--- config.mk ---
export PLATFORM = sky130hd
export DESIGN_NAME = tlb_host_dma_sched
export DESIGN_NICKNAME = d
export VERILOG_FILES = /design/src/rtl/tlb_host_dma_sched.sv
export SDC_FILE = /design/constraint.sdc
export NUM_CORES = 1
export LEC_CHECK = 0
export BUFFER_PORTS_ARGS = -buffer_cell sky130_fd_sc_hd__clkbuf_2
export CORE_AREA = 2 2 259 261
export CTS_CLUSTER_SIZE = 12
export DETAILED_ROUTE_END_ITERATION = 8
export DIE_AREA = 0 0 261 263
export PLACE_DENSITY = 0.65
export SLEW_MARGIN = 0
export SYNTH_ARGS = -nofsm -noshare
export SYNTH_HDL_FRONTEND = slang
export SYNTH_SLANG_ARGS = --single-unit
--- constraint.sdc ---
create_clock -name aclk -period 6.95 [get_ports aclk]
set_input_delay 0.695 -clock aclk [delete_from_list [all_inputs] [get_ports aclk]]
set_output_delay 0.695 -clock aclk [all_outputs]
set_load 0.05 [all_outputs]
--- src/rtl/tlb_host_dma_sched.sv ---
// tlb_host_dma_sched: weighted round-robin arbiter sharing one host DMA request channel, with an
// in-order {id,len} FIFO for completion routing. Optional starvation aging: TLB_SCHED_AGING_EN.
module tlb_host_dma_sched #(
    parameter int N_REQ     = 4,
    parameter int DATA_BITS = 96,
    parameter int LEN_BITS  = 28,
    parameter int ORD_DEPTH = 16,
    parameter int AGE_MAX   = 255,
    localparam int IW = (N_REQ > 1) ? $clog2(N_REQ) : 1,
    localparam int PW = $clog2(ORD_DEPTH)
) (
    input  logic                          aclk,
    input  logic                          aresetn,
    input  logic [N_REQ-1:0]              s_req_valid,
    output logic [N_REQ-1:0]              s_req_ready,
    input  logic [N_REQ*DATA_BITS-1:0]    s_req_data,
    input  logic [N_REQ*LEN_BITS-1:0]     s_req_len,
    input  logic [N_REQ*4-1:0]            prio,
    output logic                          m_req_valid,
    input  logic                          m_req_ready,
    output logic [DATA_BITS-1:0]          m_req_data,
    output logic [IW-1:0]                 m_req_id,
    output logic                          m_mux_valid,
    input  logic                          m_mux_ready,
    output logic [IW-1:0]                 m_mux_id,
    output logic [LEN_BITS-1:0]           m_mux_len,
    output logic [PW:0]                   ord_used
);
    logic [DATA_BITS-1:0] data_a [N_REQ];
    logic [LEN_BITS-1:0]  len_a  [N_REQ];
    logic [3:0]           prio_a [N_REQ];
    logic [IW-1:0] rr_ptr_q, rr_ptr_d, holder_q, holder_d, gnt, rr_g, aged_g, idx;
    logic [3:0] quota_q, quota_d;
    logic keep, acc, full, pop, aged_any;
    logic m_valid_q, m_valid_d;
    logic [DATA_BITS-1:0] m_data_q, m_data_d;
    logic [IW-1:0] m_id_q, m_id_d;
    logic [IW-1:0] ord_id [ORD_DEPTH];
    logic [LEN_BITS-1:0] ord_len [ORD_DEPTH];
    logic [PW-1:0] wr_q, rd_q;
    logic [PW:0] used_q, used_d;

    genvar i;
    for (i = 0; i < N_REQ; i++) begin : g_unpack
        assign data_a[i] = s_req_data[i*DATA_BITS +: DATA_BITS];
        assign len_a[i]  = s_req_len[i*LEN_BITS +: LEN_BITS];
        assign prio_a[i] = prio[i*4 +: 4];
    end

`ifdef TLB_SCHED_AGING_EN
    localparam logic [7:0] AGE_LIM = 8'(AGE_MAX);
    logic [7:0] age_q [N_REQ];
    logic [N_REQ-1:0] aged;
    // lowest-index aged requester wins the override
    always_comb begin
        aged = '0;
        aged_g = '0;
        for (int k = N_REQ - 1; k >= 0; k--) begin
            aged[k] = s_req_valid[k] && age_q[k] == AGE_LIM;
            if (aged[k]) aged_g = IW'(k);
        end
        aged_any = |aged;
    end
    always_ff @(posedge aclk or negedge aresetn) begin
        if (!aresetn) begin
            for (int k = 0; k < N_REQ; k++) age_q[k] <= '0;
        end else begin
            for (int k = 0; k < N_REQ; k++)
                age_q[k] <= (!s_req_valid[k] || s_req_ready[k]) ? 8'd0 :
                            (age_q[k] != AGE_LIM) ? age_q[k] + 8'd1 : age_q[k];
        end
    end
`else
    assign aged_g   = '0;
    assign aged_any = 1'b0;
`endif

    always_comb begin
        rr_g = rr_ptr_q;
        idx = '0;
        for (int k = N_REQ - 1; k >= 0; k--) begin
            idx = IW'((int'(rr_ptr_q) + k) % N_REQ);
            if (s_req_valid[idx]) rr_g = idx;
        end
    end

    always_comb begin
        full = used_q == (PW+1)'(ORD_DEPTH);
        acc = aresetn && (!m_valid_q || m_req_ready) && !full && |s_req_valid;
        keep = s_req_valid[holder_q] && quota_q != 4'd0 && !aged_any;
        gnt = keep ? holder_q : aged_any ? aged_g : rr_g;
        s_req_ready = acc ? N_REQ'(1) << gnt : '0;
        holder_d = holder_q;
        quota_d = quota_q;
        rr_ptr_d = rr_ptr_q;
        if (acc && keep) begin
            quota_d = quota_q - 4'd1;
        end else if (acc) begin
            holder_d = gnt;
            quota_d = prio_a[gnt];
            rr_ptr_d = (gnt == IW'(N_REQ - 1)) ? '0 : gnt + 1'b1;
        end else if (!s_req_valid[holder_q]) begin
            quota_d = '0;
        end
        m_valid_d = acc || (m_valid_q && !m_req_ready);
        m_data_d = acc ? data_a[gnt] : m_data_q;
        m_id_d = acc ? gnt : m_id_q;
        pop = m_mux_valid && m_mux_ready;
        used_d = used_q + (PW+1)'(acc) - (PW+1)'(pop);
    end

    always_ff @(posedge aclk or negedge aresetn) begin
        if (!aresetn) begin
            rr_ptr_q  <= '0;
            holder_q  <= '0;
            quota_q   <= '0;
            m_valid_q <= 1'b0;
            m_data_q  <= '0;
            m_id_q    <= '0;
            wr_q      <= '0;
            rd_q      <= '0;
            used_q    <= '0;
        end else begin
            rr_ptr_q  <= rr_ptr_d;
            holder_q  <= holder_d;
            quota_q   <= quota_d;
            m_valid_q <= m_valid_d;
            m_data_q  <= m_data_d;
            m_id_q    <= m_id_d;
            wr_q      <= wr_q + PW'(acc);
            rd_q      <= rd_q + PW'(pop);
            used_q    <= used_d;
        end
    end

    always_ff @(posedge aclk) begin
        if (acc) begin
            ord_id[wr_q]  <= gnt;
            ord_len[wr_q] <= len_a[gnt];
        end
    end

    assign m_req_valid = m_valid_q;
    assign m_req_data  = m_data_q;
    assign m_req_id    = m_id_q;
    assign m_mux_valid = used_q != '0;
    assign m_mux_id    = m_mux_valid ? ord_id[rd_q] : '0;
    assign m_mux_len   = m_mux_valid ? ord_len[rd_q] : '0;
    assign ord_used    = used_q;
endmodule

# After elaboration in Yosys (flattened, before gate mapping)
# Memories as Yosys holds them, arrays and structs flattened.
# Cells that the tools add are included.
# op_classes
add_sub_neg	9
n_lt_le_gt_ge	6
n_eq_ne	3
shifts	1
muxes	33
n_bitwise	2
n_reduce_logical	16
# ops
cell	count
binary-select mux 96 bit (select 2 bit)	1
2-to-1 mux 96 bit	2
2-to-1 mux 28 bit	3
binary-select mux 28 bit (select 2 bit)	1
2-to-1 mux 4 bit	6
less-than comparator 2 x 3 -> 1 bit, second input constant	5
2-to-1 mux 2 bit	7
binary-select mux 1 bit (select 2 bit)	5
adder 4 x 1 -> 4 bit	2
binary-select mux 4 bit (select 2 bit)	1
logical AND 1 bit	7
2-to-1 mux 1 bit	7
adder 5 x 1 -> 5 bit	1
== test 5 bit, second input constant	1
nonzero test 5 bit	1
subtractor 5 x 1 -> 5 bit	1
adder 2 x 1 -> 2 bit, second input constant	2
adder 2 bit, second input constant	2
nonzero test 4 bit	1
OR reduction 4 bit	1
<< shifter 1 x 2 -> 4 bit, first input constant	1
subtractor 4 x 1 -> 4 bit, second input constant	1
greater-or-equal comparator 3 bit, second input constant	1
logical NOT 1 bit	3
6 further kinds	7
# totals
register_bits	120
ram_bits	480
input_bits	520
out_inout_bits	139
wordCells	81
n_memories	2
# mem_list
name	words	width	rd	rd_ports_with_merged_regs	write_ports	line	text
ord_len	16	28	1	0	1	39	logic [LEN_BITS-1:0] ord_len [ORD_DEPTH];
ord_id	16	2	1	0	1	38	logic [IW-1:0] ord_id [ORD_DEPTH];

# Longest topological paths before layout
# logic_depth
word_depth	14
mapped_depth	16
ltp_nobuf	13

# Least setup slack after synthesis
# Ideal clock, no wire load.
# synth_timing
path_type	reg2reg
start	register used_q[2] (netlist: ord_used[2])
end	memory ord_id[4][0] (netlist name), enable pin
setup_time_ns	0.455
arrival_ns	4.056
required_time_ns	6.495
path_slack_ns	2.439
stages_incl_launch_ff	11
n_path_buf	3
period_less_slack_ns	4.511
path_cell_list	dfrtp_1 -> inv_1 -> ha_1 -> or4bb_1 -> nand4_1 -> buf_2 -> clkbuf_1 -> clkbuf_1 -> nor2_1 -> nand2_1 -> nor3_1
# synth_between
elab_chain_len	6
# synth_rtl
element	line	text
start, declared	41	logic [PW:0] used_q, used_d;
start signal, assigned	132	used_q <= used_d;
== test 5 bit	88	full = used_q == (PW+1)'(ORD_DEPTH);
logical NOT 1 bit	89	acc = aresetn && (!m_valid_q || m_req_ready) && !full && |s_req_valid;
logical AND 1 bit (2 in series)	89	
2-to-1 mux 1 bit	137	if (acc) begin
2-to-1 mux 1 bit (not written as such)	138	ord_id[wr_q] <= gnt;
end, declared	38	
# No other way between the ends.

# Worst setup path after layout
# layout_timing
start	register rd_q[1]
end	output m_mux_id[1]
# layout_between
elab_chain_len	2
# layout_rtl
element	line	text
start, declared	40	logic [PW-1:0] wr_q, rd_q;
start signal, assigned	131	rd_q <= rd_q + PW'(pop);
memory (16 x 2 bit)	-	
2-to-1 mux 2 bit	147	assign m_mux_id = m_mux_valid ? ord_id[rd_q] : '0;
end, declared	25	output logic [IW-1:0] m_mux_id,
# No other way between the ends.

==> impl_metrics.csv <==
group,metric,value,unit
run_status,status,"finished, final reports clean",
die,fp.dieW,261,um
timing,timing.fmax,214,MHz
job,drv_cap,0,
route,antenna_left,0,
synth,synth_seq_cells,600,
synth,synth_edf_count,480,
synth,post-synth-top-area-fraction,0.521,
route,drc,0,
setup_path,critPathBufInv,2,
synth,synth_nets,2292,
die,num_rows,94,
setup_path,cp_data_arrival_time,3980,ps
timing,slew-limit-headroom,0.145,
synth,synthesis.area,27600,um2
timing,final-hold-violation-count,0,
synth,ys.flop_type,"edfxtp_1",
pwr,peakVddDrop,332,uV
setup_path,crit_fanout,70,
timing,rsz0062_at_grt,"no",
clocking,cts_tree,"yes",
route,dr.pass1.iters,5,
clocking,root_buffer,"clkbuf_16",
timing,hold-worst-slack,20.8,ps
finish,layout.nets,2895,
clocking,ctsResizeCount,0,
setup_path,slowest_stage,"dfrtp_4",
pwr,p_per_area,516,nW/um2
setup_path,required,6250,ps
global_routing,track_usage,0.282,
global_routing,antenna_found_initial,26,
finish,area_growth,22.3,%
synth,synthArstFlopShare,0.200,
die,io_pins,659,
die,start_util,0.421,
finish,mostFrequentLayoutCells,"clkbuf_2 (657), edfxtp_1 (480), mux2i_1 (183)",
global_routing,grt_pass1_wl,139,mm
synth,synth_area_per_cell,15.7,um2
finish,stdcell_area,33800,um2
clocking,cts_hold_buffers,0,
route,drtIter0Drc,1582,
setup_path,critPathTopFamily,"flip-flops",
die,die_height,263,um
setup_path,crit_top_cell,"mux4_2",
setup_path,crit_type,"flop to primary output",
synth,seq_area_frac_synth,0.630,
synth,yosys_warnings,0,
worst_hold_path,min_path_type,"input port to async pin",
clocking,clk_latency,650,ps
pwr,p_leak,13.1,nW
placement,place_area,31900,um2
timing,fin_crit_sh,0.672,
placement,port-buffer-count,658,
timing,setup_violations,0,
placement,gp_congestion,1.07,
clocking,cts_buffers,61,
setup_path,cp-end-kind,"primary output",
route,via_count,19642,
route,viasPerCell,5.98,
route,wl_per_cell,29.8,um
synth,synth_cell_types,51,
placement,place_hpwl,67.2,mm
pwr,power,0.0174,W
setup_path,critical_path.startpoint,"rd_q[1]",
setup_path,max_stage_delay,1100,ps
synth,synth_area_leaders,"edfxtp_1 (52%), mux4_2 (12%), dfrtp_1 (11%)",
finish,final_common_cell,"clkbuf_2",
timing,min_period,4670,ps
timing,worst_pin_slew,1250,ps
finish,drive_gt1_frac,0.400,
clocking,postCtsSetupRepairBufs,0,
route,wl,97.7,mm
setup_path,startpoint_type,"flop",
global_routing,grt_pass1_vias,19945,
timing,fin_setup_tns,0,ps
clocking,max-clock-path-buffers,3,
clocking,cts_max_level,2,
setup_path,reg2reg_from,"quota_q[0]",
global_routing,grt_max_degree,121,
clocking,clk_pin_slew,60,ps
synth,yosysTopAreaCell,"edfxtp_1",
global_routing,gr-total-overflow,0,
timing,drv_slew,0,
clocking,cts_sinks,600,
die,die_area,68600,um2
setup_path,path_cells,"buf_4 -> mux4_2 -> mux4_2 -> and2_1 -> clkbuf_2",
die,core-area,65600,um2
timing,fin_skew,39.6,ps
synth,synthCells,1758,
worst reg2reg max path, delay by kind of cell (launching register included):
family | cells | cell delay [ps]
simple gates | 2 | 910
buf+inv | 3 | 910
flops | 1 | 390
compound gates | 3 | 1420
fa+ha+maj | 1 | 220
cell usage after synthesis, types with 2 or more instances:
master and n:
mux4_2 151, o221ai_1 2, nor3_1 9, and2_1 35, o31ai_1 2, a2111oi_0 96, nand2b_1 3, edfxtp_1 480
a21o_1 3, clkbuf_1 113, xnor2_1 6, a21oi_1 3, nor2b_1 4, nor4_1 2, mux2i_1 183, nor3b_1 2
o21a_1 2, or3_1 2, or4_1 2, inv_2 3, xor2_1 4, nand3_1 5, buf_4 9, a211oi_1 99
nand2_1 21, ha_1 13, nor2_1 117, a21boi_0 2, buf_2 22, inv_1 105, dfrtp_1 120, a311oi_1 101
buf_1 14, o21ai_0 6
stage by stage:
stage          setup WS, ps  cells  utilization
2_1_floorplan          2440   1758            -
3_3_place_gp           2590   3161        0.485
3_5_place_dp           2520   3161        0.485
4_1_cts                2220   3259        0.514
5_1_grt                2140   3280        0.515
6_report               2280   3285        0.515
metal layers:
metal  vias to the layer above  routed length (um)  track usage
met2                       993               47200        0.447
met5                         -                  11            0
met4                         2                4270        0.123
met3                       176                8120       0.0675
li1                       8340                   -            -
met1                     10131               38200        0.370
where the power goes:
group | internal [W] | switching, W
sequential | 0.00529 | 0.000506
combinational | 0.00270 | 0.00575
clock | 0.00182 | 0.00137
layout make-up:
type	count	area [um2]
Antenna cell	25	62.6
Clock buffer	74	1580
Clock inverter	24	325
Fill cell	5570	31800
Inverter	108	409
Multi-Input combinational cell	891	9320
Sequential cell	600	17400
Tap cell	864	1080
Timing Repair Buffer	699	3630
cells by family after synthesis:
logic type | after synthesis | share of synthesized area
multiplexers | 335 | 0.190
flip-flops | 600 | 0.630
adder cells (fa/ha/maj) | 14 | 0.00661
buffers and inverters | 267 | 0.0386
AND/OR/NAND/NOR | 211 | 0.0357
AO/OA/AOI/OAI | 321 | 0.0963
XOR/XNOR | 10 | 0.00317
sequential cells by signal, summed over array words and instances (netlist names):
register / flops
holder_q: 2
m_req_data: 96
m_req_id: 2
m_req_valid: 1
ord_id: 32
ord_len: 448
ord_used: 5
quota_q: 4
rd_q: 4
rr_ptr_q: 2
wr_q: 4
path summary, 6_finish.rpt:
path	slack, ps	end	cells after the start
hold / removal	20	m_req_data[7]	1
max in group asynchronous	5480	rd_q[1]	2
setup / recovery	2280	m_mux_id[1]	5
min in group aclk	320	m_req_data[64]	3
setup reg to reg	2960	m_req_data[95]	9
hold reg to reg	500	m_req_id[1]	2
(Power assumes the default switching activity.)
